===== config.mk =====
export PLATFORM = sky130hd
export DESIGN_NAME = stack_engine
export DESIGN_NICKNAME = d
export VERILOG_FILES = /design/src/rtl/stack_engine.sv
export SDC_FILE = /design/constraint.sdc
export NUM_CORES = 1
export LEC_CHECK = 0
export CAP_MARGIN = 20
export CORE_ASPECT_RATIO = 0.75
export CORE_MARGIN = 5
export CORE_UTILIZATION = 37
export CTS_CLUSTER_SIZE = 14
export DETAILED_ROUTE_END_ITERATION = 8
export PLACE_DENSITY_LB_ADDON = 0.12
export REMOVE_ABC_BUFFERS = 1
export SETUP_SLACK_MARGIN = 0.5
export SLEW_MARGIN = 25
export SYNTH_ARGS = -nofsm -noshare
export SYNTH_HDL_FRONTEND = slang
export SYNTH_SLANG_ARGS = --single-unit

===== constraint.sdc =====
create_clock -name clk -period 7 [get_ports clk]
set_clock_uncertainty 0.05 [all_clocks]
set_input_delay 1.4 -clock clk [delete_from_list [all_inputs] [get_ports clk]]
set_output_delay 1.4 -clock clk [all_outputs]
set_load 0.01 [all_outputs]

===== src/rtl/stack_engine.sv =====
// Parametrised hardware stack with valid/ready op handshake, CALL/RET return-address support
// and a sticky ERROR state entered on overflow, underflow or a reserved opcode.
module stack_engine #(
  parameter int          WIDTH   = 32,
  parameter int          DEPTH   = 16,
  parameter logic [31:0] SP_BASE = 32'h0000_03FC
) (
  input  logic                     clk,
  input  logic                     rst,
  input  logic [2:0]               op,
  input  logic                     op_valid,
  output logic                     op_ready,
  input  logic [WIDTH-1:0]         din,
  input  logic [WIDTH-1:0]         npc,
  input  logic                     clr_err,
  output logic [WIDTH-1:0]         dout,
  output logic                     dout_valid,
  output logic                     pc_load,
  output logic [WIDTH-1:0]         pc_tgt,
  output logic [31:0]              sp,
  output logic [$clog2(DEPTH):0]   count,
  output logic                     full,
  output logic                     empty,
  output logic                     err,
  output logic [1:0]               err_code
);

  localparam int AW = $clog2(DEPTH);
  localparam int CW = AW + 1;

  localparam logic [2:0] OP_NOP  = 3'b000;
  localparam logic [2:0] OP_PUSH = 3'b001;
  localparam logic [2:0] OP_CALL = 3'b010;
  localparam logic [2:0] OP_POP  = 3'b011;
  localparam logic [2:0] OP_RET  = 3'b100;
  localparam logic [2:0] OP_REPL = 3'b101;

  typedef enum logic {IDLE, ERROR} state_t;

  state_t           state, state_next;
  logic [1:0]       err_code_next;
  logic             do_push, do_pop, do_ret, do_repl;
  logic [AW-1:0]    top;
  logic [WIDTH-1:0] push_data;
  logic [WIDTH-1:0] mem [DEPTH];

  assign op_ready  = (state == IDLE);
  assign err       = (state == ERROR);
  assign full      = (count == CW'(DEPTH));
  assign empty     = (count == '0);
  assign top       = count[AW-1:0] - 1'b1;
  assign push_data = (op == OP_CALL) ? npc : din;
  assign sp        = SP_BASE - {{(32-CW-2){1'b0}}, count, 2'b00};

  // Decode an accepted op; error cases leave the stack untouched and only move the FSM.
  always_comb begin
    state_next    = state;
    err_code_next = err_code;
    do_push       = 1'b0;
    do_pop        = 1'b0;
    do_ret        = 1'b0;
    do_repl       = 1'b0;
    case (state)
      IDLE: begin
        if (op_valid) begin
          case (op)
            OP_NOP: ;
            OP_PUSH, OP_CALL: begin
              if (full) begin
                state_next    = ERROR;
                err_code_next = 2'b01;
              end else begin
                do_push = 1'b1;
              end
            end
            OP_POP, OP_RET: begin
              if (empty) begin
                state_next    = ERROR;
                err_code_next = 2'b10;
              end else begin
                do_pop = 1'b1;
                do_ret = (op == OP_RET);
              end
            end
            OP_REPL: begin
              if (empty) begin
                state_next    = ERROR;
                err_code_next = 2'b10;
              end else begin
                do_repl = 1'b1;
              end
            end
            default: begin
              state_next    = ERROR;
              err_code_next = 2'b11;
            end
          endcase
        end
      end
      ERROR: begin
        if (clr_err) begin
          state_next    = IDLE;
          err_code_next = 2'b00;
        end
      end
      default: state_next = IDLE;
    endcase
  end

  always_ff @(posedge clk or negedge rst) begin
    if (!rst) begin
      state    <= IDLE;
      err_code <= 2'b00;
    end else begin
      state    <= state_next;
      err_code <= err_code_next;
    end
  end

  always_ff @(posedge clk or negedge rst) begin
    if (!rst) begin
      count      <= '0;
      dout       <= '0;
      dout_valid <= 1'b0;
      pc_load    <= 1'b0;
      pc_tgt     <= '0;
    end else begin
      dout_valid <= 1'b0;
      pc_load    <= 1'b0;
      if (do_push) begin
        count <= count + 1'b1;
      end
      if (do_pop) begin
        count      <= count - 1'b1;
        dout       <= mem[top];
        dout_valid <= 1'b1;
      end
      if (do_ret) begin
        pc_tgt  <= mem[top];
        pc_load <= 1'b1;
      end
      if (do_repl) begin
        dout       <= mem[top];
        dout_valid <= 1'b1;
      end
    end
  end

  // Storage is deliberately not reset; only count defines which entries are live.
  always_ff @(posedge clk) begin
    if (do_push) begin
      mem[count[AW-1:0]] <= push_data;
    end else if (do_repl) begin
      mem[top] <= din;
    end
  end

endmodule

==> run summary, run 1 <==
status = complete, no violations
register bit total from synthesis = 586
hold path cells = 2
full die area = 67100 um^2
Slew @ Worst Pin = 1040 ps
GR Util All Layers = 0.160
num rows = 79
dpl hpwl = 32000 um
post-CTS sizing = 0
ANT nets after route = 0
Post-synth EDFFs = 512
ys async rst share = 0.126
WS Path Type = in -> reg
Worst setup EP type = flip-flop
clk sinks = 586
sequential fraction of the synthesis area = 0.751
Final Setup Violations = 0
port bufs = 152
worst hold path type = reg -> reg
placed cells = 2082
design area = 27400 um^2
grt ovf = 0
DRC = 0
setup tns final = 0 ps
Root Buffer = clkbuf_16
DRT Pass-1 Iters = 5
largest net degree at the start of global routing = 66
Final Worst Setup Slack = 2450 ps
GRT met2 Usage = 0.258
Setup crit start kind = input port
Final Hold Fails = 0
yosys warns = 0
drt total wl = 54300 um
Top FF cell, synth = edfxtp_1
layout cells sized above 1 = 0.233
Initial Util = 0.372
most used routing layer = met2
clk slew on worst S/H paths = 60 ps
routing usage on met3 = 0.0304
CTS tree = done
final core occ = 0.445
pwr/cell area = 413 nW/um^2
die width = 297 um
H-tree Lvls = 2
Post-Syn Area per Cell = 19.8 um^2
setup slack at placement = 1800 ps
TritonCTS Buffers = 58
first-pass GRT wire length = 80500 um
max-slew violations = 0
gpl congestion = 0.716
overall power = 11.3 mW
final non-filler cell total = 2192
per-cell routed wire length = 24.8 um
relative slew slack = 0.307
I/O Pins = 180
Final Cycle Share = 0.650
Bufs on Longest Clock Path = 3
initial antenna violation count = 0
reg2reg path depth = 8
core area = 61700 um^2
Starting DRT DRC Count = 791
clk_lat worst skew = 600 ps
Post-DP Area = 25500 um^2
RSZ-0062 raised after global routing = no
diode count = 0
met1 global-route usage = 0.230
Syn Std Cell Area = 22900 um^2
Pleak = 8.86 nW
Worst EP required = 7210 ps
Synth Instances = 1155
final net count = 1409
vias = 11548
WP data arrival = 4750 ps
Setup Buffers After CTS = 0
Max Fclk = 220 MHz
Cell variety after synth = 52
cts hold-fix bufs = 0
Vert. Die Dim = 226 um
Hold WS = 502 ps
critical path peak fanout = 22
post-route minimum period = 4550 ps
Layout area overhead = 19.7%
vias in the first global route = 11946
Max Cap Viol = 0
DR vias/cell = 5.27
worst vdd ir = 0.411 mV
placed cells by master (no fill, tap or decap), types with 3 or more instances in the layout:
| cell type | instances |
|---|---|
| a21o_1 | 3 |
| a21oi_1 | 9 |
| a22oi_1 | 65 |
| a31oi_1 | 66 |
| buf_4 | 32 |
| bufinv_16 | 5 |
| clkbuf_1 | 10 |
| clkbuf_16 | 61 |
| clkbuf_8 | 7 |
| clkdlybuf4s50_1 | 151 |
| clkinv_1 | 10 |
| clkinv_2 | 15 |
| conb_1 | 27 |
| dfrtp_1 | 73 |
| edfxtp_1 | 512 |
| ha_1 | 4 |
| inv_1 | 10 |
| mux2_2 | 33 |
| mux4_2 | 128 |
| nand2_1 | 5 |
| nor2_1 | 74 |
| nor2_4 | 8 |
| nor2b_1 | 3 |
| nor3_1 | 3 |
| nor3_2 | 6 |
| nor4_2 | 4 |
| o21ai_0 | 7 |
| xnor2_1 | 7 |
kinds of logic after synthesis:
family                   Yosys count  synth area share
AO/OA/AOI/OAI                    166            0.0502
XOR/XNOR                           7           0.00267
adder cells (fa/ha/maj)            6           0.00360
buffers and inverters            105            0.0239
flip-flops                       586             0.751
multiplexers                     162             0.142
other                              2          0.000328
AND/OR/NAND/NOR                  121            0.0254
area by class of cell:
cell class                      instances  area [um^2]
Inverter                               12         45.0
Fill cell                            5315        34200
Multi-Input combinational cell        489         5420
Sequential cell                       586        17200
Tap cell                              810         1010
Clock inverter                         32          290
Clock buffer                           78         1660
Timing Repair Buffer                  185         1790
path summary, 6_finish.rpt:
path                            start         end  slack, ps
hold / removal             pc_tgt[30]  pc_tgt[30]        500
setup reg to reg             count[0]  mem[2][12]       2540
hold reg to reg            pc_tgt[30]  pc_tgt[30]        500
max in group asynchronous         rst    dout[21]       5170
setup / recovery                op[2]  mem[2][12]       2450
min in group asynchronous         rst    dout[23]        720
metal layers:
layer | up-vias | wire [um]
met3 | 76 | 2490
met2 | 275 | 25600
met1 | 6142 | 25200
met5 | - | 0
met4 | 0 | 995
li1 | 5055 | -
flip-flops by register name, indices dropped and copies added (netlist names):
| register | cells |
|---|---|
| mem | 512 |
| dout | 32 |
| pc_tgt | 32 |
| count | 5 |
| err_code | 2 |
| dout_valid | 1 |
| err | 1 |
| pc_load | 1 |
synthesized netlist by cell type (3+ instances only):
library cell / count / share of area
buf_1: 4 / 0.00065
a31oi_1: 66 / 0.018
edfxtp_1: 512 / 0.67
mux2_2: 33 / 0.016
dfrtp_1: 74 / 0.081
nor2b_1: 3 / 0.00082
buf_4: 29 / 0.0095
nor2_1: 82 / 0.013
clkbuf_1: 35 / 0.0057
a22oi_1: 65 / 0.021
nand2_1: 5 / 0.00082
xnor2_1: 7 / 0.0027
o21ai_0: 7 / 0.0015
a21oi_1: 9 / 0.0020
a21o_1: 3 / 0.00098
buf_2: 23 / 0.0050
inv_1: 10 / 0.0016
nor4_1: 5 / 0.0014
ha_1: 5 / 0.0027
mux4_2: 128 / 0.13
nor3_1: 9 / 0.0020
worst max-delay path: stages:
cell             delay (ps)
clkdlybuf4s50_1         720
nor2b_2                 300
and4b_1                 400
a31oi_2                 150
or2_1                   410
nor3_2                  860
buf_4                   500
power breakdown:
part | switching, mW | total (mW) | internal [mW]
clock network | 1.31 | 3.16 | 1.85
logic | 2.07 | 3.83 | 1.76
registers | 0.206 | 4.36 | 4.15
(Power assumes the default switching activity.)
==> run 2, diff against run 1 <==
==> constraint.sdc (replaced) <==
create_clock -name clk -period 3.8 [get_ports clk]
set_clock_uncertainty 0.05 [all_clocks]
set_input_delay 0.76 -clock clk [delete_from_list [all_inputs] [get_ports clk]]
set_output_delay 0.76 -clock clk [all_outputs]
set_load 0.01 [all_outputs]
==> run 2 against run 1 <==
Final cell count up 1.0%. Total power up 89%. Count of clock-buffer cells in the layout up 5. Critical path type is now reg -> out. Highest routed layer unchanged.
==> run summary, run 2 (same netlist as run 1, synthesis figures left out) <==
status = complete, no violations
first-pass GRT wire length = 83800 um (+4.1%)
Starting DRT DRC Count = 813 (+2.8%)
die width = 297 um (unchanged)
critical path peak fanout = 8 (-64%)
Max Cap Viol = 0 (unchanged)
max-slew violations = 0 (unchanged)
most common cell after layout, fill and taps aside = edfxtp_1
r2r setup slk = 710 ps (-1830 ps)
drt total wl = 56100 um (+3.4%)
ANT nets after route = 0 (unchanged)
DRT Pass-1 Iters = 5 (unchanged)
Biggest register = mem
Setup crit start kind = flip-flop
final net count = 1432 (+1.6%)
RSZ-0062 raised after global routing = no
RR Startpoint = count[1]
pwr/cell area = 765 nW/um^2 (+85%)
DRC = 0 (unchanged)
layout cells sized above 1 = 0.244 (+0.0113)
initial antenna violation count = 0 (unchanged)
R2R Path End = mem[10][31]
gpl congestion = 0.753 (+5.2%)
Bufs on Longest Clock Path = 3 (unchanged)
clk sinks = 586 (unchanged)
largest net degree at the start of global routing = 100 (+52%)
per-cell routed wire length = 25.4 um (+2.4%)
WP data arrival = 2330 ps (-2420 ps)
TritonCTS Buffers = 58 (unchanged)
Slew @ Worst Pin = 917 ps (-120 ps)
post-route minimum period = 3140 ps
Root Buffer = clkbuf_16
Final Cycle Share = 0.826
vias in the first global route = 12265 (+2.7%)
overall power = 21.4 mW (+89%)
final non-filler cell total = 2214 (+1.0%)
grt ovf = 0 (unchanged)
setup slack at placement = 181 ps (-1620 ps)
reg2reg path depth = 10 (+2)
Final Worst Setup Slack = 662 ps (-1790 ps)
clk slew on worst S/H paths = 60 ps (about the same)
WS Path Type = reg -> out
Pleak = 9.04 nW (+2.0%)
dpl hpwl = 33700 um (+5.5%)
Initial Util = 0.372 (unchanged)
core area = 61700 um^2 (unchanged)
Max Fclk = 319 MHz
highest-count cells in the layout ignoring fill and taps = 512 x edfxtp_1, 150 x clkdlybuf4s50_1, 128 x mux4_2
worst hold path type = in -> async
vias = 11767 (+1.9%)
full die area = 67100 um^2 (unchanged)
clk_lat worst skew = 620 ps (+20 ps)
Layout area overhead = 21.9%
Worst EP required = 2990 ps (-4220 ps)
I/O Pins = 180 (unchanged)
relative slew slack = 0.389 (+0.0818)
worst vdd ir = 0.779 mV (+90%)
Worst setup EP type = output port
diode count = 0 (unchanged)
DR vias/cell = 5.31 (+0.88%)
Largest register FFs = 512 (unchanged)
GR Util All Layers = 0.167 (+0.00709)
port bufs = 152 (unchanged)
Vert. Die Dim = 226 um (unchanged)
placed cells = 2104 (+1.1%)
Final Hold Fails = 0 (unchanged)
H-tree Lvls = 2 (unchanged)
largest registers = mem: 512 flops, dout: 32 flops, pc_tgt: 32 flops
Final Setup Violations = 0 (unchanged)
Hold WS = 215 ps (-287 ps)
num rows = 79 (unchanged)
CTS tree = done
-- run 2: changes by cell type in the layout (fill, tap and decap cells not counted), moves of 2 or more --
cell,before,now
clkbuf_1,10,16
clkinv_1,10,7
buf_12,2,26
clkinv_2,15,8
buf_4,32,30
clkinvlp_4,2,4
-- run 2: where the power goes --
group	internal (mW)	leakage (nW)	total (mW)	switching, mW
Clock	3.45	0.949	5.86	2.41
Sequential	7.64	5.46	7.96	0.317
Combinational	3.53	2.64	7.57	4.05
-- run 2: area by class of cell --
type,count,area [um^2]
fill,5265,33700
multi-input combinational,489,5420
timing repair buffer,208,2270
sequential,586,17200
inverter,12,48.8
clock buffer,83,1660
clock inverter,26,305
tap,810,1010
-- run 2: per-layer routing --
| layer | GRT usage | vias up | routed length [um] |
|---|---|---|---|
| met5 | 0 | - | 0 |
| met4 | 0.0378 | 0 | 949 |
| met3 | 0.0266 | 57 | 2370 |
| met2 | 0.265 | 280 | 26200 |
| met1 | 0.248 | 6312 | 26600 |
| li1 | - | 5118 | - |
-- run 2: worst max-delay path by stage --
stage,start,cells after the start,slack (ps),to
final,count[0],5,660,empty
after global routing,count[1],10,500,mem[10][31]
after CTS,count[0],2,570,count[0]
after detailed placement,op[2],7,180,mem[10][15]
after global placement,op[2],9,200,count[4]
after floorplan,count[0],4,-10660,mem[4][0]
-- run 2: worst max-delay path, stage by stage (launching register included) --
cell and delay [ps]:
dfrtp_4 500, clkinv_2 130, ha_4 160, nor4b_4 170
buf_4 190, clkdlybuf4s50_1 550
-- run 2: what timing repair did --
| action | in CTS | in global routing |
|---|---|---|
| gates resized for setup | 4 | 2 |
| setup buffers | 0 | 1 |
| pin swaps | 0 | 1 |
| setup endpoints to repair | 2 | 176 |
| hold buffers | 0 | 0 |
-- run 2: stage by stage --
step                area [um^2]  utilization  setup TNS [ps]
finish                    27900        0.453               0
floorplan                 22500            -        -5216430
detailed placement        26000        0.421               0
global placement          26000        0.421               0
CTS                       27900        0.453               0
global route              27900        0.453               0
==> run 3, diff against run 2 <==
==> constraint.sdc (replaced) <==
create_clock -name clk -period 2.8 [get_ports clk]
set_clock_uncertainty 0.05 [all_clocks]
set_input_delay 0.56 -clock clk [delete_from_list [all_inputs] [get_ports clk]]
set_output_delay 0.56 -clock clk [all_outputs]
set_load 0.01 [all_outputs]
==> run 3 against run 2 <==
The run now ends with negative setup slack left. Combinational power up 64%. Non-clock buffer count rose by 135. Clock power is 32% higher. Global-route usage is 1.0 points higher. Cell area grew 8.4%. Utilization increased by 3.8 points. Routed wire length rose by 15%. Worst setup slack got worse by 770 ps. Sequential cell count unchanged. Critical path depth grew 8. Sequential power grew 34%. Critical path type is now reg -> reg.
==> run summary, run 3 (same netlist as run 1, synthesis figures left out) <==
full die area = 67100 um^2 (unchanged)
drt total wl = 64400 um (+15%)
core area = 61700 um^2 (unchanged)
clk sinks = 586 (unchanged)
Max Cap Viol = 0 (unchanged)
first-pass GRT wire length = 88100 um (+5.1%)
R2R Path End = mem[0][11]
RR Startpoint = count[0]
DRT Pass-1 Iters = 5 (unchanged)
layout cells sized above 1 = 0.326 (+0.0812)
initial antenna violation count = 0 (unchanged)
relative slew slack = 0.553 (+0.164)
Final Setup Violations = 226 (+226)
overall power = 30.9 mW (+45%)
per-cell routed wire length = 27.5 um (+8.4%)
Crit path depth = 13 (+8)
Hold WS = 463 ps (+248 ps)
failing checks = negative setup slack
Largest register FFs = 512 (unchanged)
Bufs on Longest Clock Path = 3 (unchanged)
Final Cycle Share = 1.04
r2r setup slk = -110 ps (-820 ps)
final net count = 1566 (+9.4%)
largest registers = mem: 512 flops, dout: 32 flops, pc_tgt: 32 flops
Final Worst Setup Slack = -110 ps (-772 ps)
die width = 297 um (unchanged)
H-tree Lvls = 2 (unchanged)
Worst EP required = 3060 ps (+70 ps)
pwr/cell area = 1020 nW/um^2 (+33%)
Setup crit start kind = flip-flop
setup tns final = -12760 ps (-12760 ps)
GR Util All Layers = 0.178 (+0.0104)
GRT met2 Usage = 0.288 (+0.0226)
design area = 30300 um^2 (+8.4%)
Starting DRT DRC Count = 1078 (+33%)
Int Power = 21.0 mW (+44%)
routing usage on met3 = 0.0241 (-0.00250)
most used routing layer = met2
critical path peak fanout = 10 (+2)
Pleak = 10.1 nW (+12%)
Max Fclk = 344 MHz
grt ovf = 0 (unchanged)
Multi-input gate area = 5620 um^2 (+3.6%)
TritonCTS Buffers = 57 (-1.7%)
Vert. Die Dim = 226 um (unchanged)
max-slew violations = 0 (unchanged)
register area = 17200 um^2 (unchanged)
Sw Pwr = 9.89 mW (+46%)
slowest cell on the critical path = dfrtp_4
Seq pwr share = 0.347 (-0.025)
WP data arrival = 3170 ps (+840 ps)
dpl hpwl = 34900 um (+3.4%)
gpl congestion = 0.759 (+0.76%)
highest-count cells in the layout ignoring fill and taps = 512 x edfxtp_1, 146 x clkdlybuf4s50_1, 128 x mux4_2
ANT nets after route = 0 (unchanged)
post-route minimum period = 2910 ps
WS Path Type = reg -> reg
Biggest register = mem
diode count = 0 (unchanged)
Layout area overhead = 32.1%
clk_lat worst skew = 600 ps (-20 ps)
DRC = 0 (unchanged)
Root Buffer = clkbuf_16
port bufs = 152 (unchanged)
clk slew on worst S/H paths = 60 ps (about the same)
fill cell count = 5052 (-4.0%)
Post-DP Area = 26600 um^2 (+2.5%)
CP bufs+invs = 7 (+4)
part of the power in combinational logic = 0.403 (+0.049)
reg2reg path depth = 13 (+3)
vias = 12489 (+6.1%)
CP Cell Sequence = clkinv_4 > ha_4 > nor4b_4 > buf_4 > nand4b_4 > buf_4 > o21ai_0 > nand2_2 > buf_6 > buf_6 > nor3_4 > buf_6 > clkbuf_16
Final Hold Fails = 0 (unchanged)
Worst setup EP type = flip-flop
vias in the first global route = 12530 (+2.2%)
I/O Pins = 180 (unchanged)
worst hold path type = in -> async
Worst path most repeated cell = buf_6
status = complete, but fails checks
Initial Util = 0.372 (unchanged)
cell family with most CP delay = buffers and inverters
most common cell after layout, fill and taps aside = edfxtp_1
met1 global-route usage = 0.264 (+0.0160)
worst vdd ir = 0.602 mV (-23%)
num rows = 79 (unchanged)
Clk pwr share = 0.250 (-0.024)
DR vias/cell = 5.32 (+0.16%)
Slew @ Worst Pin = 671 ps (-246 ps)
largest net degree at the start of global routing = 48 (-52%)
CP max stage delay = 430 ps (-120 ps)
CTS tree = done
Switching Fraction = 0.320 (+0.00333)
final core occ = 0.491 (+0.0379)
RSZ-0062 raised after global routing = yes
==> run 3: changes by cell type in the layout (fill, tap and decap cells not counted), moves of 4 or more <==
cell,previous run,this run
clkdlybuf4s50_1,150,146
clkbuf_16,60,81
bufbuf_16,0,4
nor3_4,0,4
buf_8,0,7
buf_16,0,11
buf_4,30,72
buf_12,26,57
buf_6,1,21
==> run 3: layout make-up <==
cell class,count,area share
clock buffer,81,0.0535
clock inverter,25,0.00839
inverter,12,0.00178
multi-input combinational,489,0.186
sequential,586,0.569
tap,810,0.0335
timing repair buffer,343,0.148
==> run 3: worst max path at each step <==
stage,slack [ps],endpoint,startpoint
2_1_floorplan,-11660,mem[4][0],count[0]
3_3_place_gp,-410,count[4],op[1]
3_5_place_dp,-390,mem[1][8],op[2]
4_1_cts,60,mem[0][9],count[0]
5_1_grt,-170,mem[0][25],count[0]
6_report,-110,mem[0][11],count[0]
==> run 3: layer usage <==
| metal | vias up | wire, um |
|---|---|---|
| li1 | 5395 | - |
| met1 | 6687 | 29500 |
| met3 | 68 | 3260 |
| met2 | 339 | 30600 |
| met4 | 0 | 1140 |
| met5 | - | 0 |
==> run 3: stage by stage <==
stage | std cells | setup WS [ps]
after detailed placement | 2162 | -390
after global routing | 2346 | -165
after floorplan | 1087 | -11660
after CTS | 2305 | 56.0
after global placement | 2162 | -411
final | 2346 | -110
==> run 3: timing repair <==
| action | CTS | global route |
|---|---|---|
| hold buffers | 1 | 0 |
| endpoints found under the setup margin | 593 | 924 |
| pin swaps | 11 | 16 |
| hold endpoints to repair | 42 | 0 |
| cloned | 14 | 23 |
| setup buffers | 22 | 18 |
| resized for setup | 73 | 50 |
==> run 3: power groups by stage <==
stage | Combinational, mW | Sequential, mW | Clock [mW]
after global placement | 11.2 | 10.9 | 0
after floorplan | 4.14 | 11.4 | 0
final | 12.4 | 10.7 | 7.73
after detailed placement | 11.3 | 10.9 | 0
after CTS | 12.2 | 10.7 | 7.91
after global routing | 13.2 | 10.8 | 8.28
